--- src/rtl/spi_burst_master.sv ---
// spi_burst_master: multi-byte SPI burst engine with byte-level tx_ready/rx_valid handshake,
// programmable SCK divider and SPI mode. Define SPI_LOOPBACK_EN to feed sdo back into the receiver.
module spi_burst_master #(
    parameter int CLK_DIV = 6,
    parameter int LEN_W   = 4,
    parameter bit CPOL    = 1'b0,
    parameter bit CPHA    = 1'b0
) (
    input  logic             clk12MHz,
    input  logic             rst_n,
    input  logic             start,
    input  logic [LEN_W-1:0] len,
    input  logic [7:0]       tx_data,
    output logic             tx_ready,
    output logic [7:0]       rx_data,
    output logic             rx_valid,
    output logic             busy,
    output logic             done,
    output logic             sck,
    output logic             sdo,
    output logic             csb,
    input  logic             sdi
);

    typedef enum logic [2:0] {
        ST_IDLE  = 3'd0,
        ST_SETUP = 3'd1,
        ST_SHIFT = 3'd2,
        ST_HOLD  = 3'd3,
        ST_ZERO  = 3'd4,
        ST_DONE  = 3'd5
    } state_t;

    localparam logic [7:0]       DIV_LAST = 8'(CLK_DIV - 1);
    localparam logic [LEN_W-1:0] ZERO     = {LEN_W{1'b0}};
    localparam logic [LEN_W-1:0] ONE      = LEN_W'(1);

    state_t           state_r;
    state_t           state_s;
    logic [7:0]       div_r;
    logic [3:0]       half_r;
    logic [LEN_W-1:0] byte_cnt_r;
    logic [7:0]       tx_sh_r;
    logic [6:0]       rx_sh_r;
    logic             sdi_src;

    logic tick_s;
    logic edge_s;
    logic sample_s;
    logic shift_s;
    logic last_sample_s;
    logic byte_end_s;
    logic last_byte_s;

`ifdef SPI_LOOPBACK_EN
    logic unused_sdi;
    assign unused_sdi = sdi;
    assign sdi_src    = sdo;
`else
    assign sdi_src = sdi;
`endif

    // SCK edge strobes; half_r[0]=0 marks the leading edge, the 16th half-period closes a byte.
    always_comb begin
        tick_s        = (div_r == DIV_LAST);
        edge_s        = (state_r == ST_SHIFT) && tick_s;
        sample_s      = CPHA ? (edge_s && half_r[0]) : (edge_s && !half_r[0]);
        shift_s       = CPHA ? (edge_s && !half_r[0]) : (edge_s && half_r[0]);
        last_sample_s = sample_s && (half_r == (CPHA ? 4'd15 : 4'd14));
        byte_end_s    = edge_s && (half_r == 4'd15);
        last_byte_s   = CPHA ? (byte_cnt_r <= ONE) : (byte_cnt_r == ZERO);
    end

    // Next-state logic.
    always_comb begin
        state_s = state_r;
        case (state_r)
            ST_IDLE:  state_s = start ? ((len != ZERO) ? ST_SETUP : ST_ZERO) : ST_IDLE;
            ST_SETUP: state_s = tick_s ? ST_SHIFT : ST_SETUP;
            ST_SHIFT: state_s = (byte_end_s && last_byte_s) ? ST_HOLD : ST_SHIFT;
            ST_HOLD:  state_s = tick_s ? ST_DONE : ST_HOLD;
            ST_ZERO:  state_s = ST_DONE;
            ST_DONE:  state_s = ST_IDLE;
            default:  state_s = ST_IDLE;
        endcase
    end

    // State register.
    always_ff @(posedge clk12MHz) begin
        if (!rst_n) begin
            state_r <= ST_IDLE;
        end else begin
            state_r <= state_s;
        end
    end

    // Half-period divider and half-period index within the current byte.
    always_ff @(posedge clk12MHz) begin
        if (!rst_n) begin
            div_r  <= 8'd0;
            half_r <= 4'd0;
        end else begin
            if ((state_r inside {ST_SETUP, ST_SHIFT, ST_HOLD}) && !tick_s) begin
                div_r <= div_r + 8'd1;
            end else begin
                div_r <= 8'd0;
            end
            if (state_r != ST_SHIFT) begin
                half_r <= 4'd0;
            end else if (tick_s) begin
                half_r <= half_r + 4'd1;
            end
        end
    end

    // Pins, shift registers, byte counter and handshake strobes.
    always_ff @(posedge clk12MHz) begin
        if (!rst_n) begin
            csb        <= 1'b1;
            sck        <= CPOL;
            sdo        <= 1'b0;
            tx_ready   <= 1'b0;
            rx_valid   <= 1'b0;
            rx_data    <= 8'h00;
            busy       <= 1'b0;
            done       <= 1'b0;
            tx_sh_r    <= 8'h00;
            rx_sh_r    <= 7'h00;
            byte_cnt_r <= ZERO;
        end else begin
            tx_ready <= 1'b0;
            rx_valid <= 1'b0;
            csb      <= !(state_s inside {ST_SETUP, ST_SHIFT, ST_HOLD});
            busy     <= (state_s inside {ST_SETUP, ST_SHIFT, ST_HOLD, ST_ZERO});
            done     <= (state_s == ST_DONE);

            if (state_r != ST_SHIFT) begin
                sck <= CPOL;
            end else if (tick_s) begin
                sck <= ~sck;
            end

            if ((state_r == ST_IDLE) && start && (len != ZERO)) begin
                tx_sh_r    <= tx_data;
                tx_ready   <= 1'b1;
                byte_cnt_r <= len;
                sdo        <= CPHA ? 1'b0 : tx_data[7];
            end

            // CPHA=0 keeps the current bit on sdo; at byte end the freshly reloaded MSB goes out unshifted.
            if (shift_s) begin
                if (CPHA) begin
                    sdo     <= tx_sh_r[7];
                    tx_sh_r <= {tx_sh_r[6:0], 1'b0};
                end else if (byte_end_s) begin
                    sdo <= tx_sh_r[7];
                end else begin
                    sdo     <= tx_sh_r[6];
                    tx_sh_r <= {tx_sh_r[6:0], 1'b0};
                end
            end

            if (sample_s) begin
                rx_sh_r <= {rx_sh_r[5:0], sdi_src};
            end

            if (last_sample_s) begin
                rx_data  <= {rx_sh_r, sdi_src};
                rx_valid <= 1'b1;
                if (byte_cnt_r != ZERO) begin
                    byte_cnt_r <= byte_cnt_r - ONE;
                end
                if (byte_cnt_r > ONE) begin
                    tx_sh_r  <= tx_data;
                    tx_ready <= 1'b1;
                end
            end
        end
    end

endmodule

--- config.mk ---
export PLATFORM = sky130hd
export DESIGN_NAME = spi_burst_master
export DESIGN_NICKNAME = d
export VERILOG_FILES = /design/src/rtl/spi_burst_master.sv
export SDC_FILE = /design/constraint.sdc
export NUM_CORES = 1
export LEC_CHECK = 0
export CORE_MARGIN = 10
export CORE_UTILIZATION = 49
export DETAILED_ROUTE_END_ITERATION = 8
export MAX_ROUTING_LAYER = met4
export PLACE_DENSITY = 0.8
export REMOVE_ABC_BUFFERS = 1
export SYNTH_ARGS = -nofsm -noshare
export SYNTH_HDL_FRONTEND = slang
export SYNTH_SLANG_ARGS = --single-unit
--- constraint.sdc ---
create_clock -name clk12MHz -period 2.2 [get_ports clk12MHz]
set_input_delay 0.44 -clock clk12MHz [delete_from_list [all_inputs] [get_ports clk12MHz]]
set_output_delay 0.44 -clock clk12MHz [all_outputs]
set_load 0.1 [all_outputs]
Word-level counts from Yosys, hierarchy flattened
Cells that the tools add are included.
{ "totals": {"ff_bits": 49, "latch_bits": 0, "ram_bits": 0, "mem_bits_ro": 0, "in_bits": 16, "output_inout_bits": 15, "elab_cells": 76, "memories": 0} }
{ "op_classes": {"add_sub_neg": 3, "mul": 0, "n_div": 0, "n_lt_le_gt_ge": 1, "eq_ne": 13, "shift": 0, "muxes": 21, "n_bitwise": 2, "n_reduce_logical": 22} }
{ "ops": {"columns": ["op", "n"], "rows": [
  ["$mux W8", 5],
  ["$pmux W3 S5", 1],
  ["$eq A3 B2 Y1 const B", 4],
  ["$mux W4", 3],
  ["$reduce_bool A4 Y1", 3],
  ["$eq A3 B3 Y1 const B", 3],
  ["$logic_and A1 B1 Y1", 9],
  ["$mux W3", 3],
  ["$add A8 B1 Y8 const B", 1],
  ["$eq A4 B4 Y1 const B", 2],
  ["$eq A8 B3 Y1 const B", 1],
  ["$mux W1", 8],
  ["$eq A3 B1 Y1 const B", 2],
  ["$reduce_bool A3 Y1", 2],
  ["$add A4 B1 Y4 const B", 1],
  ["$gt A4 B1 Y1 const B", 1],
  ["$logic_not A4 Y1", 1],
  ["$sub A4 B1 Y4 const B", 1],
  ["$logic_not A1 Y1", 3],
  ["$logic_not A3 Y1", 1],
  ["$ne A3 B2 Y1 const B", 1],
  ["$mux W2", 1],
  ["$not A1 Y1", 2],
  ["$reduce_and A2 Y1", 1],
  ["other kinds (2)", 2]
]} }

Depth between registers and ports, before layout
Gate-level depths: netlist (run 1).
{ "logic_depth": {"ltp_word": 9, "depth_mapped": 9, "depth_no_buf": 7} }

Least setup slack after synthesis (run 1)
OpenSTA, ideal clock, no wires.
{ "synth_path": {"path_type": "register to register", "startpoint": "register div_r[0]", "endpoint": "register tx_sh_r[0]", "arrival_time_ns": 2.189, "required_time_ns": 2.084, "path_slack_ns": -0.105, "path_stages_with_launch": 7, "period_less_slack_ns": 2.305, "path_cell_list": "dfxtp_1 ha_1 or4b_4 or4_4 o21ai_2 mux2_1 and3_1"} }
{ "synth_between": {"elab_chain_len": 7, "word_cells_on_any_way": 10, "cone_classes": "1 x eq/ne; 4 x mux; 5 x reduce/logical"} }
{ "synth_lines": {"columns": ["item", "line", "rtl"], "rows": [
  ["start, declared", "40", "logic [7:0] div_r;"],
  ["start signal, assigned", "104", "div_r <= div_r + 8'd1;"],
  ["$eq A8 B3 Y1 (*)", "65", "tick_s = (div_r == DIV_LAST);"],
  ["$logic_and A1 B1 Y1 (*)", "66", "edge_s = (state_r == ST_SHIFT) && tick_s;"],
  ["$logic_and A1 B1 Y1", "70", "byte_end_s = edge_s && (half_r == 4'd15);"],
  ["$mux W8", "155", "end else if (byte_end_s) begin"],
  ["$mux W8", "151", "if (shift_s) begin"],
  ["$mux W8", "173", "if (byte_cnt_r > ONE) begin"],
  ["$mux W8 (*)", "167", "if (last_sample_s) begin"],
  ["end signal, assigned", "154", "tx_sh_r <= {tx_sh_r[6:0], 1'b0};"],
  ["end signal, assigned", "159", "tx_sh_r <= {tx_sh_r[6:0], 1'b0};"],
  ["end signal, assigned", "174", "tx_sh_r <= tx_data;"],
  ["end, declared", "43", "logic [7:0] tx_sh_r;"]
]} }
Every way passes the cells marked *; elsewhere a longest branch is shown, timed or not.
A chain may end at the register's enable or synchronous reset.

Worst setup path after layout (run 1)
Same ends and word-level chain as after synthesis.

==> flow_summary_export.csv, run 1 <==
group,metric,value,unit
status,status,"finished, violations left",
status,failed_checks,"setup timing",
timing,period_share,102,%
critical_path,critical_path_class,"flop to flop",
critical_path,start_kind,"flop",
detailed_routing,vias,1885,
power,max-vdd-ir-drop,0.271,mV
critical_path,path_cells,"ha_4, or4b_4, or4_4, o21ai_4, mux2_4, and3_4",
grt,antenna_found_initial,0,
timing,slew_headroom,79.5,%
synth,synth.distinct_cells,49,
timing,timing.final.crit_period,2250,ps
placement,portBuffers,30,
cells_and_area,area_delta_synth_final,32.4,%
worst_hold_path,hold_depth,2,
floorplanning,die_area,0.00783,sq mm
critical_path,cpMaxStageDelayCell,"or4_4",
placement,place_congestion,0.800,
cts,numClockSinks,49,
timing,setup-violations-final,1,
detailed_routing,m1WireLength,2.15,mm
synth,seq_area_frac_synth,42.7,%
synth,async_flop_share,0,%
flow_run,drv_cap,0,
timing,drv_slew,0,
critical_path,crit_start,"div_r[0]$_SDFF_PN0_",
critical_path,reg2reg_from,"div_r[0]$_SDFF_PN0_",
cells_and_area,fill_cells,325,
floorplanning,start_util,51.7,%
synth,synth_edf_count,0,
cells_and_area,final_nets,326,
floorplanning,die_w,88.5,um
critical_path,cp.required,2420,ps
power,cellLeakagePower,1.18,nW
floorplanning,row_count,24,
grt,grt_pass1_wl,8.57,mm
cells_and_area,antenna_cells,0,
detailed_routing,drc_errors,0,
detailed_routing,met2_length,2.52,mm
synth,ys_warn_count,0,
cts,clockRootBuffer,"clkbuf_8",
floorplanning,coreArea,0.00444,sq mm
power,powerDensity,608,mW/mm^2
detailed_routing,antenna_left,0,
synth,synth_area,0.00230,sq mm
synth,ys_ff_latch,49,
timing,skew,6.53,ps
grt,grt_max_degree,33,
critical_path,reg2reg_depth,6,
worst_hold_path,hold_class,"flop to flop",
detailed_routing,via_per_inst,5.29,
synth,syn_avg_cell_area,9.46,sq um
critical_path,worstPathMaxFanout,3,
floorplanning,pin_count,31,
synth,synth_cells,243,
timing,hold_ws,452,ps
cts,clk_latency,310,ps
cells_and_area,final_cell_mix,"47 x dfxtp_1, 46 x buf_4, 27 x nand2_1",
grt,first_global_vias,1898,
synth,synth_ff_type,"dfxtp_1",
detailed_routing,wl_per_cell,14.0,um
detailed_routing,top_layer,"met4",
critical_path,slowest_delay,530,ps
timing,tightest_slew,306,ps
cts,cts_buffers,5,
cells_and_area,final_common_cell,"dfxtp_1",
timing,setup_ws,-50.4,ps
critical_path,crit_path_end,"tx_sh_r[0]$_SDFF_PN0_",
cells_and_area,final_layout_size_suffix_gt1_share,26.6,%
cells_and_area,final_cell_area,0.00305,sq mm
grt,grt_overflow,0,
critical_path,regToRegSetupSlack,-50,ps
cts,path_clk_slew,90,ps
cts,ctsHoldBuffers,0,
timing,clock.fmax,0.444,GHz
timing,rsz0062_at_grt,"yes",
cts,htreeDepth,2,
critical_path,endpoint_kind,"flop",
placement,pre_cts_ws,-241,ps
placement,post-dp-hpwl,3.62,mm
cts,cts_tree,"yes",
detailed_routing,drt_iter0_drc,70,
cts,ctsLongestPathBuffers,2,
critical_path,crit_arrival,2470,ps
critical_path,r2r-end,"tx_sh_r[0]$_SDFF_PN0_",
floorplanning,die_h,88.5,um
timing,finalHoldViolCount,0,
timing,setup-tns-final,-50.4,ps
detailed_routing,firstDrtPassIters,4,
detailed_routing,wl_met3,244,um
placement,dpl_cell_area,0.00282,sq mm
detailed_routing,routed_wl,5.00,mm
grt,grtUsageTotal,14.0,%
-- per-layer routing --
metal,track usage (%),vias to the layer above
met5,-,-
met4,5.14,0
met3,4.60,7
met2,24.0,29
met1,14.8,881
li1,-,968
-- worst max-delay path, delay by kind of cell (launching register included) --
family	cells	cell delay, ps
adders and majority gates	1	130
AOI/OAI and AO/OA	1	170
muxes	1	320
and+or+nand+nor	3	1160
DFF	1	370
-- registers in the layout, summed over array words and instances, names as in the netlist --
signal / cells
busy: 1
byte_cnt_r: 4
csb: 1
div_r: 8
done: 1
half_r: 4
rx_data: 8
rx_sh_r: 7
rx_valid: 1
sck: 1
sdo: 1
state_r: 3
tx_ready: 1
tx_sh_r: 8
-- cells by family after synthesis --
| logic type | Yosys count | share of synthesized area [%] |
|---|---|---|
| compound gates | 44 | 14.7 |
| mux | 12 | 5.33 |
| xor+xnor | 12 | 4.57 |
| buf+inv | 17 | 3.43 |
| flops | 49 | 42.7 |
| simple gates | 102 | 25.5 |
| fa+ha+maj | 7 | 3.81 |
-- through the flow --
| stage | total power [mW] | util (%) | instances |
|---|---|---|---|
| detailed placement | 1.19 | 63.5 | 345 |
| floorplan | 1.10 | - | 231 |
| global placement | 1.19 | 63.5 | 345 |
| CTS | 1.86 | 68.0 | 356 |
| finish | 1.85 | 68.5 | 356 |
| global route | 1.93 | 68.5 | 356 |
-- power by group --
| group | total, mW | switching (mW) | leakage, nW | internal (mW) |
|---|---|---|---|---|
| clock network | 0.660 | 0.320 | 0.0543 | 0.340 |
| registers | 0.929 | 0.0157 | 0.399 | 0.913 |
| logic | 0.264 | 0.145 | 0.730 | 0.119 |
| total | 1.85 | 0.480 | 1.18 | 1.37 |
-- synth_stat cells, types with 3 or more instances --
cell,instances,area [sq um]
a21boi_1,9,67.6
a21oi_1,9,45.0
and2_1,3,18.8
and3_1,6,37.5
buf_2,3,15.0
clkbuf_1,7,26.3
dfxtp_1,49,981
ha_1,7,87.6
inv_1,5,18.8
mux2i_1,10,100
nand2_1,28,105
nand3_1,7,35.0
nor2_1,19,71.3
nor2b_1,10,62.6
nor3b_1,9,67.6
o21a_1,4,30.0
o2bb2ai_1,7,61.3
or2_1,3,18.8
xnor2_1,4,35.0
xor2_1,8,70.1
-- final cells by class --
type	instances	area (sq um)	share of cell area, %
clock buffers	5	68.8	2.26
clock inverters	3	46.3	1.52
inverters	5	18.8	0.616
multi-input cells	177	1310	43.1
flip-flops and latches	49	983	32.3
well taps	52	65.1	2.14
repair buffers	65	549	18.0
-- worst min path at each step --
stage                                       start                      end
after floorplan           rx_sh_r[6]$_SDFFE_PN0P_  rx_data[7]$_SDFFE_PN0P_
after global placement    rx_data[6]$_SDFFE_PN0P_  rx_data[6]$_SDFFE_PN0P_
after detailed placement  rx_data[0]$_SDFFE_PN0P_  rx_data[0]$_SDFFE_PN0P_
after CTS                 rx_data[4]$_SDFFE_PN0P_  rx_data[4]$_SDFFE_PN0P_
after global routing      rx_data[4]$_SDFFE_PN0P_  rx_data[4]$_SDFFE_PN0P_
final                     rx_data[3]$_SDFFE_PN0P_  rx_data[3]$_SDFFE_PN0P_
-- repair_timing --
action / 4_1_cts / 5_1_grt
endpoints found under the setup margin: 10 / 16
cloned: 0 / 0
pin swaps: 8 / 8
gates resized for setup: 16 / 5
setup buffers: 3 / 0
Note: power is estimated with default switching activity, not from simulation.
==> inputs of run 2 (changes only) <==
--- a/config.mk
+++ b/config.mk
@@ -11,6 +11,7 @@
 export MAX_ROUTING_LAYER = met4
 export PLACE_DENSITY = 0.8
 export REMOVE_ABC_BUFFERS = 1
+export SLEW_MARGIN = 0
 export SYNTH_ARGS = -nofsm -noshare
 export SYNTH_HDL_FRONTEND = slang
 export SYNTH_SLANG_ARGS = --single-unit
==> results of run 2 <==
The final DEF is identical to that of run 1; final timing and power are the same.
==> inputs of run 3 (changes only) <==
--- a/config.mk
+++ b/config.mk
@@ -10,7 +10,6 @@
 export DETAILED_ROUTE_END_ITERATION = 8
 export MAX_ROUTING_LAYER = met4
 export PLACE_DENSITY = 0.8
-export REMOVE_ABC_BUFFERS = 1
 export SLEW_MARGIN = 0
 export SYNTH_ARGS = -nofsm -noshare
 export SYNTH_HDL_FRONTEND = slang
==> run 3 against run 2 <==
Effect of this change: the run still ends with setup timing left; cell area fell by 1.8%; global-route usage fell by 0.26 points; critical path type unchanged; via count rose by 1.5%; clock power fell by 14%; routed wire length rose by 0.58%.
==> flow_summary_export.csv, run 3 (synthesis results as in run 1) <==
group,metric,value,unit
detailed_routing,drt_iter0_drc,133,
detailed_routing,routed_wl,5.03,mm
flow_run,drv_cap,0,
floorplanning,die_area,0.00783,sq mm
timing,rsz0062_at_grt,"yes",
timing,timing.final.crit_period,2230,ps
cts,clockRootBuffer,"clkbuf_8",
floorplanning,pin_count,31,
grt,grt_overflow,0,
power,powerDensity,586,mW/mm^2
power,p_int,1.31,mW
power,cellLeakagePower,1.19,nW
cells_and_area,final_core_util,67.3,%
floorplanning,die_h,88.5,um
critical_path,worstPathMaxFanout,4,
cts,clk_latency,300,ps
synth,synth_nets,266,
status,status,"finished, violations left",
floorplanning,coreArea,0.00444,sq mm
cells_and_area,final_nets,326,
floorplanning,die_w,88.5,um
floorplanning,row_count,24,
timing,setup_ws,-26.8,ps
cts,path_clk_slew,90,ps
cts,htreeDepth,2,
cts,numClockSinks,49,
detailed_routing,drc_errors,0,
cells_and_area,antenna_cells,0,
timing,slew_headroom,77.7,%
cells_and_area,final_layout_size_suffix_gt1_share,25.7,%
power,power_frac_seq,52.9,%
detailed_routing,vias,1914,
cells_and_area,final_cell_mix,"49 x buf_4, 47 x dfxtp_1, 27 x nand2_1",
critical_path,endpoint_kind,"flop",
cells_and_area,area_delta_synth_final,30.1,%
critical_path,start_kind,"flop",
floorplanning,start_util,51.7,%
cts,ctsLongestPathBuffers,2,
detailed_routing,antenna_left,0,
detailed_routing,wl_per_cell,14.1,um
critical_path,critical_path_class,"flop to flop",
grt,grtUsageTotal,13.8,%
detailed_routing,via_per_inst,5.38,
timing,finalHoldViolCount,0,
grt,grt_max_degree,33,
grt,grt_pass1_wl,8.43,mm
placement,post-dp-hpwl,3.71,mm
cells_and_area,final_common_cell,"buf_4",
timing,period_share,101,%
placement,portBuffers,30,
power,max-vdd-ir-drop,0.408,mV
critical_path,crit_arrival,2420,ps
cells_and_area,fill_cells,391,
timing,skew,5.62,ps
cts,cts_tree,"yes",
placement,place_congestion,0.858,
detailed_routing,firstDrtPassIters,4,
timing,tightest_slew,335,ps
timing,drv_slew,0,
cells_and_area,reg.largest.list,"div_r x8, rx_data x8, tx_sh_r x8",
worst_hold_path,hold_class,"flop to flop",
power,power_frac_comb,14.8,%
timing,hold_ws,455,ps
critical_path,cp.required,2400,ps
grt,antenna_found_initial,0,
power,swShare,25.0,%
power,power_switching,0.439,mW
cts,ctsHoldBuffers,0,
timing,setup-violations-final,1,
grt,first_global_vias,1864,
timing,clock.fmax,0.449,GHz
cts,cts_buffers,5,
power,clkPwrFrac,32.3,%
status,failed_checks,"setup timing",
-- run 3: cell types whose count changed in the layout (fill, tap and decap cells not counted), moves of 2 or more --
cell / before / now
a21oi_1: 7 / 9
a21oi_2: 2 / 0
buf_4: 46 / 49
buf_6: 3 / 0
clkbuf_8: 5 / 7
-- run 3: area by class of cell --
cell class / instances / area [sq um] / share of cell area [%]
clock buffers: 7 / 96.3 / 3.22
clock inverters: 1 / 5.00 / 0.167
inverters: 5 / 18.8 / 0.627
multi-input cells: 177 / 1280 / 43.0
flip-flops and latches: 49 / 983 / 32.9
well taps: 52 / 65.1 / 2.17
repair buffers: 65 / 538 / 18.0
-- run 3: timing repair --
item | CTS | global route
buffers inserted | 2 | 0
cloned | 0 | 0
endpoints found under the setup margin | 11 | 10
pin swaps | 3 | 2
resized for setup | 7 | 4
-- run 3: path summary, 6_finish.rpt --
kind                                              start                      end  slack (ps)  cells after the start
worst max-delay path                div_r[1]$_SDFF_PN0_    tx_sh_r[0]$_SDFF_PN0_         -30                      7
worst min register to register  rx_data[7]$_SDFFE_PN0P_  rx_data[7]$_SDFFE_PN0P_         450                      2
worst max register to register      div_r[1]$_SDFF_PN0_    tx_sh_r[0]$_SDFF_PN0_         -30                      7
worst min-delay path            rx_data[7]$_SDFFE_PN0P_  rx_data[7]$_SDFFE_PN0P_         450                      2
-- run 3: worst max-delay path, stage by stage, from the launching register on --
cell     delay, ps
dfxtp_2        330
inv_2           50
ha_4           110
or4b_4         470
or4_4          520
o21ai_2        180
mux2_4         310
and3_1         150
-- run 3: power groups by stage --
stage	logic (mW)	clock network, mW	registers, mW
after floorplan	0.111	0	0.995
after detailed placement	0.250	0	0.947
final	0.260	0.566	0.927
after CTS	0.256	0.585	0.927
after global routing	0.280	0.617	0.931
after global placement	0.243	0	0.946
-- run 3: layer usage --
layer  share of wire [%]  vias up  track usage [%]
li1                    -      969                -
met5                   0        -                -
met1                  43      901             15.2
met4                0.93        0             4.85
met3                 5.2        4             3.86
met2                  50       40             23.4
-- run 3: per-stage QoR --
| step | setup WS (ps) | area [sq um] | total power, mW | setup TNS, ps | cells |
|---|---|---|---|---|---|
| floorplan | -43.1 | 2300 | 1.11 | -43.1 | 243 |
| global placement | -228 | 2840 | 1.19 | -1720 | 347 |
| detailed placement | -258 | 2840 | 1.20 | -2200 | 347 |
| CTS | -26.7 | 2980 | 1.77 | -26.7 | 357 |
| global route | -89.8 | 2990 | 1.83 | -370 | 356 |
| finish | -26.8 | 2990 | 1.75 | -26.8 | 356 |
